--- src/rtl/uart_pkg.sv ---
// Shared types and constants for the UART receive path.
package uart_pkg;

  localparam int MIN_DIV            = 4;
  localparam int DEFAULT_DIV_115200 = 139;

  typedef enum logic [2:0] {
    WAIT_IDLE = 3'd0,
    IDLE      = 3'd1,
    START     = 3'd2,
    DATA      = 3'd3,
    STOP      = 3'd4
  } rx_state_t;

  // Very small dividers leave no room to centre the sample point.
  function automatic logic [31:0] clamp_div(input logic [31:0] d);
    return (d < 32'(MIN_DIV)) ? 32'(MIN_DIV) : d;
  endfunction

endpackage

--- src/rtl/uart_rx_fifo_sync_fifo.sv ---
// First-word-fall-through synchronous FIFO; head entry is always visible on dout.
module sync_fifo #(
  parameter int WIDTH = 8,
  parameter int DEPTH = 8
) (
  input  logic                     clk,
  input  logic                     resetn,
  input  logic                     push,
  input  logic [WIDTH-1:0]         din,
  input  logic                     pop,
  output logic [WIDTH-1:0]         dout,
  output logic                     full,
  output logic                     empty,
  output logic [$clog2(DEPTH):0]   count
);

  localparam int AW = $clog2(DEPTH);
  localparam int CW = AW + 1;

  logic [WIDTH-1:0] mem [DEPTH];
  logic [AW-1:0]    wr_ptr;
  logic [AW-1:0]    rd_ptr;
  logic             push_en;
  logic             pop_en;

  assign full    = (count == CW'(DEPTH));
  assign empty   = (count == '0);
  assign pop_en  = pop && !empty;
  // A push into a full FIFO is only accepted when a pop frees the slot.
  assign push_en = push && (!full || pop_en);
  assign dout    = mem[rd_ptr];

  always_ff @(posedge clk) begin
    if (!resetn) begin
      wr_ptr <= '0;
      rd_ptr <= '0;
      count  <= '0;
      for (int i = 0; i < DEPTH; i++) mem[i] <= '0;
    end else begin
      if (push_en) begin
        mem[wr_ptr] <= din;
        wr_ptr      <= wr_ptr + AW'(1);
      end
      if (pop_en) rd_ptr <= rd_ptr + AW'(1);
      case ({push_en, pop_en})
        2'b10:   count <= count + CW'(1);
        2'b01:   count <= count - CW'(1);
        default: count <= count;
      endcase
    end
  end

endmodule

--- src/rtl/uart_rx_fifo.sv ---
// 8N1 UART receiver with programmable bit divider feeding a FWFT byte FIFO.
//
// state     | meaning
// WAIT_IDLE | line not yet seen high; ignore lows (reset, break, bad stop)
// IDLE      | waiting for start edge
// START     | half a bit in, confirm start bit still low
// DATA      | sample 8 data bits LSB first at bit centres
// STOP      | sample stop bit; 1 pushes the byte, 0 flags a framing error
module uart_rx_fifo
  import uart_pkg::*;
#(
  parameter int DEFAULT_DIV = DEFAULT_DIV_115200,
  parameter int DEPTH       = 8,
  parameter int CNT_W       = $clog2(DEPTH) + 1
) (
  input  logic             clk,
  input  logic             resetn,
  input  logic             rx,
  input  logic             div_we,
  input  logic [31:0]      div_di,
  output logic [31:0]      div_do,
  output logic [7:0]       rd_data,
  output logic             rd_valid,
  input  logic             rd_ready,
  output logic [CNT_W-1:0] fifo_count,
  output logic             frame_err,
  output logic             overflow,
  input  logic             clr_err
);

  logic        rx_m;
  logic        rx_s;
  logic [31:0] div_reg;
  logic [31:0] bit_div;
  logic [31:0] cnt;
  logic [2:0]  bit_idx;
  logic [7:0]  shift;
  rx_state_t   state;

  logic cnt_tc;
  logic stop_smp;
  logic push;
  logic stop_bad;
  logic pop;
  logic full;
  logic empty;
  logic ovf_evt;

  assign cnt_tc   = (cnt == '0);
  assign stop_smp = (state == STOP) && cnt_tc;
  assign push     = stop_smp && rx_s;
  assign stop_bad = stop_smp && !rx_s;
  assign pop      = rd_valid && rd_ready;
  assign ovf_evt  = push && full && !pop;
  assign rd_valid = !empty;
  assign div_do   = div_reg;

  always_ff @(posedge clk) begin
    if (!resetn) begin
      rx_m <= 1'b1;
      rx_s <= 1'b1;
    end else begin
      rx_m <= rx;
      rx_s <= rx_m;
    end
  end

  always_ff @(posedge clk) begin
    if (!resetn)     div_reg <= 32'(DEFAULT_DIV);
    else if (div_we) div_reg <= clamp_div(div_di);
  end

  // Timers are down-counters reloaded with (period - 1); the sample happens on terminal count.
  always_ff @(posedge clk) begin
    if (!resetn) begin
      state   <= WAIT_IDLE;
      bit_div <= 32'(DEFAULT_DIV);
      cnt     <= '0;
      bit_idx <= '0;
      shift   <= '0;
    end else begin
      case (state)
        WAIT_IDLE: begin
          if (rx_s) state <= IDLE;
        end
        IDLE: begin
          if (!rx_s) begin
            bit_div <= div_reg;
            cnt     <= (div_reg >> 1) - 32'd1;
            state   <= START;
          end
        end
        START: begin
          if (cnt_tc) begin
            if (!rx_s) begin
              cnt     <= bit_div - 32'd1;
              bit_idx <= '0;
              state   <= DATA;
            end else begin
              state <= IDLE;
            end
          end else begin
            cnt <= cnt - 32'd1;
          end
        end
        DATA: begin
          if (cnt_tc) begin
            shift[bit_idx] <= rx_s;
            cnt            <= bit_div - 32'd1;
            if (bit_idx == 3'd7) state <= STOP;
            else                 bit_idx <= bit_idx + 3'd1;
          end else begin
            cnt <= cnt - 32'd1;
          end
        end
        STOP: begin
          if (cnt_tc) state <= rx_s ? IDLE : WAIT_IDLE;
          else        cnt   <= cnt - 32'd1;
        end
        default: state <= WAIT_IDLE;
      endcase
    end
  end

  // Set beats clear when both land in the same cycle.
  always_ff @(posedge clk) begin
    if (!resetn) begin
      frame_err <= 1'b0;
      overflow  <= 1'b0;
    end else begin
      if (stop_bad)     frame_err <= 1'b1;
      else if (clr_err) frame_err <= 1'b0;
      if (ovf_evt)      overflow  <= 1'b1;
      else if (clr_err) overflow  <= 1'b0;
    end
  end

  sync_fifo #(
    .WIDTH (8),
    .DEPTH (DEPTH)
  ) u_fifo (
    .clk    (clk),
    .resetn (resetn),
    .push   (push),
    .din    (shift),
    .pop    (pop),
    .dout   (rd_data),
    .full   (full),
    .empty  (empty),
    .count  (fifo_count)
  );

endmodule

--- config.mk ---
export PLATFORM = sky130hd
export DESIGN_NAME = uart_rx_fifo
export DESIGN_NICKNAME = d
export VERILOG_FILES = /design/src/rtl/uart_pkg.sv /design/src/rtl/uart_rx_fifo_sync_fifo.sv /design/src/rtl/uart_rx_fifo.sv
export SDC_FILE = /design/constraint.sdc
export NUM_CORES = 1
export LEC_CHECK = 0
export BUFFER_PORTS_ARGS = -buffer_cell sky130_fd_sc_hd__buf_2
export CAP_MARGIN = 20
export CORE_MARGIN = 2
export CORE_UTILIZATION = 42
export CTS_CLUSTER_SIZE = 28
export DETAILED_ROUTE_END_ITERATION = 8
export MAX_ROUTING_LAYER = met4
export PLACE_DENSITY = 0.62
export SLEW_MARGIN = 30
export SYNTH_ARGS = -nofsm -noshare
export SYNTH_HDL_FRONTEND = slang
export SYNTH_SLANG_ARGS = --single-unit
export TNS_END_PERCENT = 30
--- constraint.sdc ---
create_clock -name clk -period 3.54 [get_ports clk]
set_input_delay 0.177 -clock clk [delete_from_list [all_inputs] [get_ports clk]]
set_output_delay 0.177 -clock clk [all_outputs]
set_load 0.02 [all_outputs]
==> results.md, run 1 <==
- The share of power burned in the clock network is 36.1%.
- In the final layout, the multi-input gates occupy 5250 um2.
- The clock-pin slew reported for the worst setup and hold paths after clock tree synthesis is 0.08 ns.
- The number of resized instances in the post-cts repair step is 0.
- The maximum buffer depth of the clock tree is 2.
- The initial antenna violation count was 0.
- CTS saw 191 sinks.
- The number of detailed-route iterations in the first pass is 5.
- The number of nets in the layout is 1214.
- The TritonCTS buffer count is 17.
- Entering global routing, the biggest net connects 43 pins.
- The most common cell after layout, fill and taps aside is dfxtp_1.
- From bottom edge to top edge, the die measures 159 um.
- Summing over every cut layer, the via total after detailed routing is 8187.
- Dividing the detail-routed via count by the number of cells gives 5.47.
- Yosys mapped a number of flops with a built-in enable equal to 64.
- After detailed routing, the number of remaining DRC violations is 0.
- The final hold violation count was 0.
- The starting density of the core is 42.8%.
- Synthesis instantiated 74 different standard cells from the library.
- The sequential cell area is 4460 um2.
- The run finished with clean final reports.
- The number of antenna cells inserted is 0.
- After filler insertion, the fill cell instance count of the layout stands at 2179.
- The per-cell routed wire length is 17.9 um.
- The cell count after synthesis is 1062.
- After synthesis the cells add up to 10000 um2.
- The floorplan step defined a die boundary enclosing 25200 um2.
- 85 I/O pins were placed.
- The final cycle utilization of the critical path is 89.1%.
- Setup repair after global routing left no endpoint under its margin.
- The top cell types in the final layout, fill and taps aside, are dfxtp_1 (127), nor2_1 (108), nand2_1 (107).
- The ratio of cells with drive above 1 in the final layout is 16.8%.
- The net switching share of the total power is 33.0%.
- The tightest slew margin relative to the limit is 39.5%.
- Compared with the post-synthesis result, the final layout area differs by 17.4%.
- The endpoint type of the worst setup path is a flip-flop.
- The final-report max-slew violation count is 0.
- STA puts the critical path data required time at 3.85 ns.
- The cell sitting at the root of the clock tree is a clkbuf_16.
- A synthesized cell averages 9.45 um2.
- The first global-routing pass estimated 42900 um of wire.
- After synthesis, flip-flops and latches occupy 44.5% of the total area.
- The HPWL after detailed placement is 18700 um.
- After detailed routing, the total wire length is 26800 um.
- The fraction of post-synthesis cell area in the top cell type by area is 25.3%.
- Yosys attributes the largest share of cell area to dfxtp_1 (25%), edfxtp_1 (19%), and2_1 (4.1%), nor2_1 (4.0%), nand2_1 (4.0%).
- The worst clock skew on the final layout is 0.0211 ns.
- Timing would allow up to 317 MHz.
- The share of flip-flops with an asynchronous set or reset is 0%.
- The design draws 5.69 mW.
- The predominant post-synthesis flop cell is dfxtp_1.
- The number of warnings printed during yosys synthesis is 0.
- The synthesized design contains 191 register bits.
- The placer congestion estimate is 0.908.
- The transition time at the pin with the least slew margin is 0.906 ns.
- The remaining global-route overflow is 0.
- The critical-path maximum fanout is 6.
- The worst setup path is launched from a flip-flop.
- The insertion delay of the later-clocked pin in the worst-skew pair is 0.45 ns.
- The switching power total is 1.88 mW.
- The largest total area in the synthesized netlist belongs to dfxtp_1.
- The combinational power share is 20.7%.
- In this run the static leakage power is 4.53 nW.
- The CTS tree is yes.
- The residual antenna-violating net count after detailed routing is 0.
- Of the total power, registers draw 43.2%.
- By startpoint and endpoint, the worst setup path is classified as flip-flop to flip-flop.
- The number of DRC markers in iteration 0 is 456.
- The number of endpoints failing setup at the final stage is 0.
- The core area is 23500 um2.
- The post-route setup TNS is 0 ns.
- Power spread over the standard cell area amounts to 483 nW/um2.
- The clock period minus worst slack is 3.15 ns.
- The internal portion of the total power is 3.82 mW.
- In this run the register-to-register setup slack is 0.39 ns.
- In this run the worst hold path is classified as input port to flip-flop.
- CTS built an H-tree with a depth of 4.
- The net count of the mapped netlist is 1110.
- The width of the die is 159 um.
- The all-layer global routing usage is 22.6%.
- The via count of the first global-routing pass is 7815.
- VDD sags by at most 0.306 mV.
- Data on the critical path arrives at its endpoint at 3.46 ns.
- The count of buffers from port buffering is 84.
- Row generation in the floorplan step produced 56 rows.
- The number of maximum-capacitance constraint violations is 0.
repair_timing:
item / in CTS / in global routing
setup buffers: 0 / 0
hold buffers: 32 / 0
hold endpoints to repair: 32 / 0
cell type report:
cell class              count  area share, %
inverters                  21          0.669
clock buffers              17           3.61
well taps                 319           3.39
flip-flops and latches    191           37.9
repair buffers            145           8.13
clock inverters            15           1.76
multi-input cells         790           44.6
worst max-delay path: stages (launching register included):
cell and delay [ns]:
dfxtp_1 0.33, inv_1 0.08, ha_1 0.19, or3b_2 0.54, nor4_4 0.26, and3_1 0.30, a31oi_2 0.19, ha_1 0.34
a21o_1 0.18, a21oi_1 0.18, a21oi_1 0.06, a22oi_1 0.17, xor2_1 0.16, nor2_1 0.05
registers in the layout (all words and copies together), names as in the netlist, named ones only:
register	flops
u_fifo.mem	64
bit_div	32
cnt	32
div_do	32
shift	8
u_fifo.count	4
bit_idx	3
state	3
u_fifo.rd_ptr	3
u_fifo.wr_ptr	3
frame_err	1
overflow	1
rx_m	1
rx_s	1
kinds of logic after synthesis:
kind of cell             share of synthesized area [%]
AND/OR/NAND/NOR                                   24.6
AO/OA/AOI/OAI                                     11.5
XOR/XNOR                                          6.63
buffers and inverters                             3.23
adder cells (fa/ha/maj)                           1.32
multiplexers                                      8.28
flip-flops                                        44.5
metrics by stage:
| stage | util (%) | hold WS [ns] | cell area (um2) | setup WS (ns) | instances |
|---|---|---|---|---|---|
| 2_1_floorplan | - | 0.278 | 10000 | 0.328 | 1062 |
| 3_5_place_dp | 46.2 | 0.402 | 10800 | 0.428 | 1434 |
| 4_1_cts | 50.2 | 0.00589 | 11800 | 0.409 | 1498 |
| 6_report | 50.2 | 0.0220 | 11800 | 0.386 | 1498 |
| 3_3_place_gp | 46.2 | 0.410 | 10800 | 0.462 | 1434 |
| 5_1_grt | 50.2 | 0.0176 | 11800 | 0.178 | 1498 |
path summary, 6_finish.rpt:
| path | start | endpoint | cells past startpoint |
|---|---|---|---|
| setup / recovery | cnt[1]$_SDFFE_PN0P_ | u_fifo.count[3]$_SDFFE_PN0P_ | 13 |
| hold / removal | div_di[2] | div_do[2]$_SDFFE_PN0P_ | 2 |
| setup reg to reg | cnt[1]$_SDFFE_PN0P_ | u_fifo.count[3]$_SDFFE_PN0P_ | 13 |
| hold reg to reg | rx_m$_SDFF_PN1_ | rx_s$_SDFF_PN1_ | 1 |
routing by layer:
| layer | vias up | part of all wire, % | GRT usage [%] |
|---|---|---|---|
| met5 | - | 0 | - |
| met4 | 0 | 1.4 | 5.83 |
| met3 | 33 | 3.7 | 3.29 |
| met2 | 214 | 48 | 36.5 |
| met1 | 3893 | 47 | 29.9 |
| li1 | 4047 | - | - |
Yosys cell counts, types with 11 or more instances:
| cell type | number |
|---|---|
| nor3_1 | 27 |
| a21oi_1 | 56 |
| a211oi_1 | 12 |
| nor4_1 | 27 |
| mux4_2 | 16 |
| o21ai_1 | 19 |
| clkbuf_1 | 41 |
| edfxtp_1 | 64 |
| mux2i_1 | 38 |
| and2_1 | 65 |
| nor2_1 | 108 |
| nand2_1 | 107 |
| o21ai_0 | 26 |
| xnor2_1 | 42 |
| dfxtp_1 | 127 |
| xor2_1 | 34 |
| inv_1 | 20 |
| or3_1 | 17 |
| nand2b_1 | 11 |
| o22ai_1 | 19 |
| nand3_1 | 27 |
power by group through the flow:
stage	Combinational [mW]	Clock (mW)	Sequential, mW
2_1_floorplan	0.798	0	2.51
3_3_place_gp	1.13	0	2.51
3_5_place_dp	1.13	0	2.51
4_1_cts	1.17	2.09	2.46
5_1_grt	1.28	2.18	2.47
6_report	1.18	2.06	2.46
No activity file was read; power rests on OpenSTA's default activity.
==> inputs of run 2 (changes only) <==
Settings changed: RECOVER_POWER set to 50.
==> results.md, run 2 (synthesized netlist as in run 1, its figures left out) <==
- The setup fix buffers added after clock tree synthesis is 0.
- The CTS H-tree depth is 4.
- The post-place instance area is 10800 um2.
- The residual antenna-violating net count after detailed routing is 0.
- The insertion delay of the later-clocked pin in the worst-skew pair is 0.45 ns.
- In this run the critical register-to-register path is launched from cnt[1]$_SDFFE_PN0P_.
- The worst register-to-register path has a setup slack of 0.32 ns.
- The number of fill cells is 2215.
- After detailed routing, the average wire length per cell comes to 17.9 um.
- The final hold violation count is 0.
- The cell row count is 56.
- The detailed-route DRC error count is 0.
- The final-report max-slew violation count came to 69.
- The number of maximum-capacitance constraint violations is 2.
- The number of resized instances in the post-cts repair step is 0.
- The final design utilization is 49.8%.
- The number of cells in the design after placement is 1434.
- The reg-to-reg endpoint is u_fifo.mem[4][7]$_SDFFCE_PN0P_.
- Compared with the post-synthesis result, the final layout area differs by 16.4%.
- Dividing the detail-routed via count by the number of cells gives 5.47.
- The post-layout worst setup margin is 0.322 ns.
- The via count of the first global-routing pass came to 7815.
- The maximum number of pins on one net before global-route repair is 43.
- The core area is 23500 um2.
- The worst min-delay path endpoint is div_do[31]$_SDFFE_PN0P_.
- The final layout contains 1214 nets.
- For the final routed database, the setup TNS stands at 0 ns.
- The tree built by TritonCTS fans out to 191 sinks.
- The slowest library cell on the worst path is or3b_2.
- The starting density of the core is 42.8%.
- The final reports fail on max-capacitance violations, max-slew violations.
- The power per cell area is 486 nW/um2.
- In the finished design, the share of the clock period the worst path needs comes to 90.9%.
- The design draws 5.68 mW.
- The count of buffers from port buffering is 84.
- The detailed-route wire length on metal 1 is 12500 um.
- Setup repair after global routing left no endpoint under its margin.
- Detailed routing placed a total of 12900 um of wire on met2.
- In this run the top signal layer used is met4.
- The height of the chip is 159 um.
- The width of the die is 159 um.
- The number of buffers inserted by hold repair at cts is 32.
- The number of DRC markers in iteration 0 is 447.
- The maximum clock rate is 311 MHz.
- The first-pass GRT wire length is 42900 um.
- The number of endpoints failing setup at the final stage is 0.
- The endpoint type of the worst setup path is a flip-flop.
- The worst hold slack after final layout is 0.0201 ns.
- The biggest cell delay along the critical path is 0.54 ns.
- The number of flip-flops under the largest register name is 64.
- In the layout the commonest cells are dfxtp_1 (127), nor2_1 (108), nand2_1 (107).
- The number of detailed-route iterations in the first pass is 4.
- The TritonCTS buffer count is 17.
- The sequential cells in the finished layout cover a total of 4460 um2.
- The path class of the tightest hold or removal check is input port to flip-flop.
- The die covers 25200 um2.
- More flip-flops sit in one register than any other, and that register is u_fifo.mem.
- The critical path startpoint category is a flip-flop.
- After legalization and detailed placement, the total HPWL measured 18700 um.
- The clock arrives with 0.0204 ns of skew.
- STA puts the critical path data arrival time at 3.33 ns.
- The placer congestion estimate is 0.908.
- Clock tree synthesis selected as its root buffer the cell clkbuf_16.
- The post-detailed-routing wire length is 26800 um.
- Summed over all layers, the global routing overflow is 0.
- The cell area after layout is 11700 um2.
- The library cell used most frequently in the layout, excluding fill and tap cells, is dfxtp_1.
- The final non-filler cell total is 1498.
- Counting cells, the worst reg-to-reg path comes to 10.
- The total vias in the final route is 8190.
- The detailed route wirelength on metal3 is 1090 um.
- Clock-pin slew was measured on the worst setup and hold paths at 0.08 ns.
- The critical path is of the flip-flop to flip-flop type.
- The repair_antennas step left the layout with diodes totalling 0.
- Walking the worst path, the cells encountered are inv_1 -> ha_1 -> or3b_2 -> nor4_4 -> and3_1 -> buf_4 -> nand4_4 -> nor3_2 -> clkbuf_1 -> nand2b_1.
- At the worst endpoint, the required time is 3.65 ns.
- The flow ran to the end, but the final reports show violations.
- Prior to clock tree synthesis, the placed netlist has a worst setup slack of 0.428 ns.
- VDD sags by at most 0.305 mV.
- The instance count along the most critical hold path is 3.
- The tightest slew margin relative to the limit is -41.3%.
- The worst hold path begins at div_di[31].
- The multi-input combinational cells in the finished layout cover a total of 5230 um2.
- For the finished layout, the period the worst path requires is 3.22 ns.
- The transition time at the pin with the least slew margin is 2.12 ns.
- The initial antenna violation count is 0.
- Along the worst path, the maximum fanout reaches 9.
- The standby leakage power is 4.28 nW.
- The ratio of cells with drive above 1 in the final layout is 12.0%.
- The CTS tree is yes.
- The all-layer global routing usage is 22.6%.
- The maximum buffer depth of the clock tree is 2.
- 85 I/O pins were placed.
==> run 2: cell types whose count changed in the layout (fill, tap and decap cells not counted), sizes merged <==
cell    previous run  this run
buf              113        60
clkbuf            17        70
==> run 2: worst max path at each step <==
| stage | startpoint | slack (ns) | end | cells past startpoint |
|---|---|---|---|---|
| floorplan | cnt[0]$_SDFFE_PN0P_ | 0.33 | u_fifo.count[3]$_SDFFE_PN0P_ | 15 |
| global route | cnt[0]$_SDFFE_PN0P_ | 0.12 | u_fifo.mem[4][7]$_SDFFCE_PN0P_ | 10 |
| detailed placement | cnt[0]$_SDFFE_PN0P_ | 0.43 | u_fifo.count[3]$_SDFFE_PN0P_ | 13 |
| global placement | cnt[0]$_SDFFE_PN0P_ | 0.46 | u_fifo.count[3]$_SDFFE_PN0P_ | 13 |
| CTS | cnt[1]$_SDFFE_PN0P_ | 0.41 | u_fifo.count[3]$_SDFFE_PN0P_ | 13 |
| finish | cnt[1]$_SDFFE_PN0P_ | 0.32 | u_fifo.mem[4][7]$_SDFFCE_PN0P_ | 10 |
==> run 2: where the power goes <==
part           internal (mW)  switching, mW
combinational          0.457          0.702
sequential              2.36          0.105
clock                  0.990           1.07
total                   3.80           1.87
==> run 2: layer usage <==
layer | track usage [%] | up-vias
met2 | 36.5 | 215
met3 | 3.29 | 29
met1 | 29.9 | 3890
li1 | - | 4056
met4 | 5.83 | 0
met5 | - | -
==> run 2: critical path, delay by kind of cell (launching register included) <==
family | cells | cell delay [ns]
AND/OR/NAND/NOR | 6 | 1.81
adder cells (fa/ha/maj) | 1 | 0.19
flip-flops | 1 | 0.33
buffers and inverters | 3 | 0.55
==> run 2: layout make-up <==
class / count / share of cell area, %
Clock buffer: 17 / 3.64
Clock inverter: 15 / 1.78
Inverter: 21 / 0.675
Multi-Input combinational cell: 790 / 44.7
Sequential cell: 191 / 38.2
Tap cell: 319 / 3.42
Timing Repair Buffer: 145 / 7.55
==> inputs of run 3 (changes only) <==
Settings changed: CORE_UTILIZATION 42 to 60, PLACE_DENSITY 0.62 to 0.83.
==> results.md, run 3 (synthesized netlist as in run 1, its figures left out) <==
- The setup fix buffers added after clock tree synthesis is 0.
- After detailed routing, the average wire length per cell comes to 18.8 um.
- On the critical path the largest part of the delay comes from simple AND/OR/NAND/NOR gates.
- The die area is 17800 um2.
- The kind of critical path is flip-flop to flip-flop.
- The placed wire-length estimate after detailed placement is 17600 um.
- After routing the design area is 11400 um2.
- Port buffering added 84 buffers.
- The most common cell after layout, fill and taps aside is dfxtp_1.
- Together, buffers and inverters on the worst path number 3.
- Across the VDD grid, the largest voltage drop is 0.513 mV.
- Compared with the post-synthesis result, the final layout area differs by 13.9%.
- The run finished, with violations left.
- Data arrives at the worst endpoint at 3.58 ns.
- The core area is 16500 um2.
- The final-report max-slew violation count was 34.
- In this run the static leakage power is 4.25 nW.
- The post-place instance area is 10700 um2.
- Measured along the x axis, the die boundary spans 133 um.
- TritonCTS built the clock tree.
- The TritonCTS buffer count is 17.
- The remaining global-route overflow is 0.
- In the routed layout, each cell is associated on average with a via count of 6.14.
- Row generation in the floorplan step produced 47 rows.
- The number of flip-flops under the largest register name is 64.
- For this configuration, the core starts out at a cell density of 61.0%.
- The startpoint identified for the worst hold timing path is div_di[4].
- The tool flagged a number of max-cap violations equal to 1.
- The maximum buffer depth of the clock tree is 2.
- Derived from the worst setup path, the maximum achievable clock frequency is 305 MHz.
- Counting flops per register, the top entry is u_fifo.mem.
- The final cycle utilization of the critical path is 92.6%.
- The insertion delay of the later-clocked pin in the worst-skew pair is 0.44 ns.
- The first-pass GRT wire length is 41700 um.
- In the routed design, unresolved DRC markers number 1.
- The worst min-delay path category is input port to flip-flop.
- The number of nets in the layout is 1198.
- The post-route setup TNS is 0 ns.
- The cell chosen for the clock root is clkbuf_16.
- The slowest library cell on the worst path is or3b_2.
- In the layout the commonest cells are dfxtp_1 (127), nor2_1 (108), nand2_1 (107).
- The congestion estimate from routability-driven global placement came to 0.972.
- Setup repair after global routing left no endpoint under its margin.
- The post-placement setup slack is 0.422 ns.
- Of the cells placed in the final design, the portion with a size suffix greater than 1 is 11.8%.
- The number of endpoints failing setup at the final stage is 0.
- The critical-path maximum fanout is 25.
- The post-detailed-routing wire length is 26000 um.
- Clock-pin slew was measured on the worst setup and hold paths at 0.07 ns.
- The via count of the first global-routing pass is 8127.
- The die is 133 um tall.
- STA puts the critical path data required time at 3.84 ns.
- The worst setup path is captured at a flip-flop.
- For the final database, setup skew stands at 0.0114 ns.
- Across all layers, the routed design uses 8487 vias.
- The post-layout worst setup margin is 0.262 ns.
- The detail route stage leaves a number of antenna-violating nets equal to 0.
- The number of resized instances in the post-cts repair step is 0.
- Hold repair after CTS inserted 23 buffers.
- The critical path goes through inv_1 -> ha_1 -> or3b_2 -> nor4_4 -> buf_4 -> nand3_1 -> a211o_1 -> buf_4 -> a32oi_1 -> o22ai_1.
- The transition time at the pin with the least slew margin is 2.11 ns.
- The finished layout holds 1383 standard cells, fillers aside.
- The all-layer global routing usage is 30.4%.
- The number of placed instances, taps included, is 1328.
- 85 I/O pins were placed.
- The worst pin sits at a relative slew slack of -40.4%.
- The maximum number of pins on one net before global-route repair is 75.
- The power per cell area is 487 nW/um2.
- The dominant cell type by count on the critical path is buf_4.
- The number of DRC markers in iteration 0 is 790.
- The number of antenna diodes in the final layout is 0.
- The biggest cell delay along the critical path is 0.56 ns.
- The checks that failed: design-rule violations, max-capacitance violations, max-slew violations.
- The initial antenna violation count came to 0.
- The final hold violation count is 0.
- The CTS H-tree depth is 4.
- The clock period minus worst slack is 3.28 ns.
- Overall power consumption after layout is estimated at 5.56 mW.
- The worst setup path is launched from a flip-flop.
- The pre-antenna-repair detailed-routing pass consisted of 8 iterations.
- The clock drives 191 sinks.
- The worst register-to-register path begins at cnt[1]$_SDFFE_PN0P_.
- In this run the worst setup path begins at cnt[1]$_SDFFE_PN0P_.
-- run 3: layout make-up --
class / count / area (um2)
well taps: 220 / 275
clock inverters: 14 / 171
repair buffers: 129 / 753
multi-input cells: 790 / 5240
clock buffers: 18 / 450
inverters: 21 / 78.8
flip-flops and latches: 191 / 4460
fillers: 1250 / 5030
-- run 3: routing by layer --
| metal | wire, um | GRT usage (%) |
|---|---|---|
| met5 | 0 | - |
| met1 | 10800 | 38.3 |
| met4 | 732 | 12.2 |
| met2 | 12700 | 49.3 |
| met3 | 1840 | 4.79 |
-- run 3: power by group --
group	internal (mW)	switching (mW)
clock network	0.999	0.960
logic	0.435	0.707
registers	2.36	0.108
-- run 3: final timing paths --
| path | endpoint | slack [ns] | cells after the start |
|---|---|---|---|
| setup / recovery | cnt[21]$_SDFFE_PN0P_ | 0.26 | 10 |
| hold / removal | div_do[4]$_SDFFE_PN0P_ | 0.01 | 3 |
| setup reg to reg | cnt[21]$_SDFFE_PN0P_ | 0.26 | 10 |
| hold reg to reg | rx_s$_SDFF_PN1_ | 0.42 | 1 |
-- run 3: worst min-delay path, cell delays in order --
cell and delay (ns):
buf_2 0.09, mux2i_1 0.06, nor2_1 0.08
-- run 3: metrics by stage --
step | utilization (%) | hold slack, ns
after CTS | 70.0 | 0.00145
after floorplan | - | 0.278
after detailed placement | 64.8 | 0.372
after global routing | 69.5 | 0.00304
final | 69.5 | 0.0100
after global placement | 64.8 | 0.356
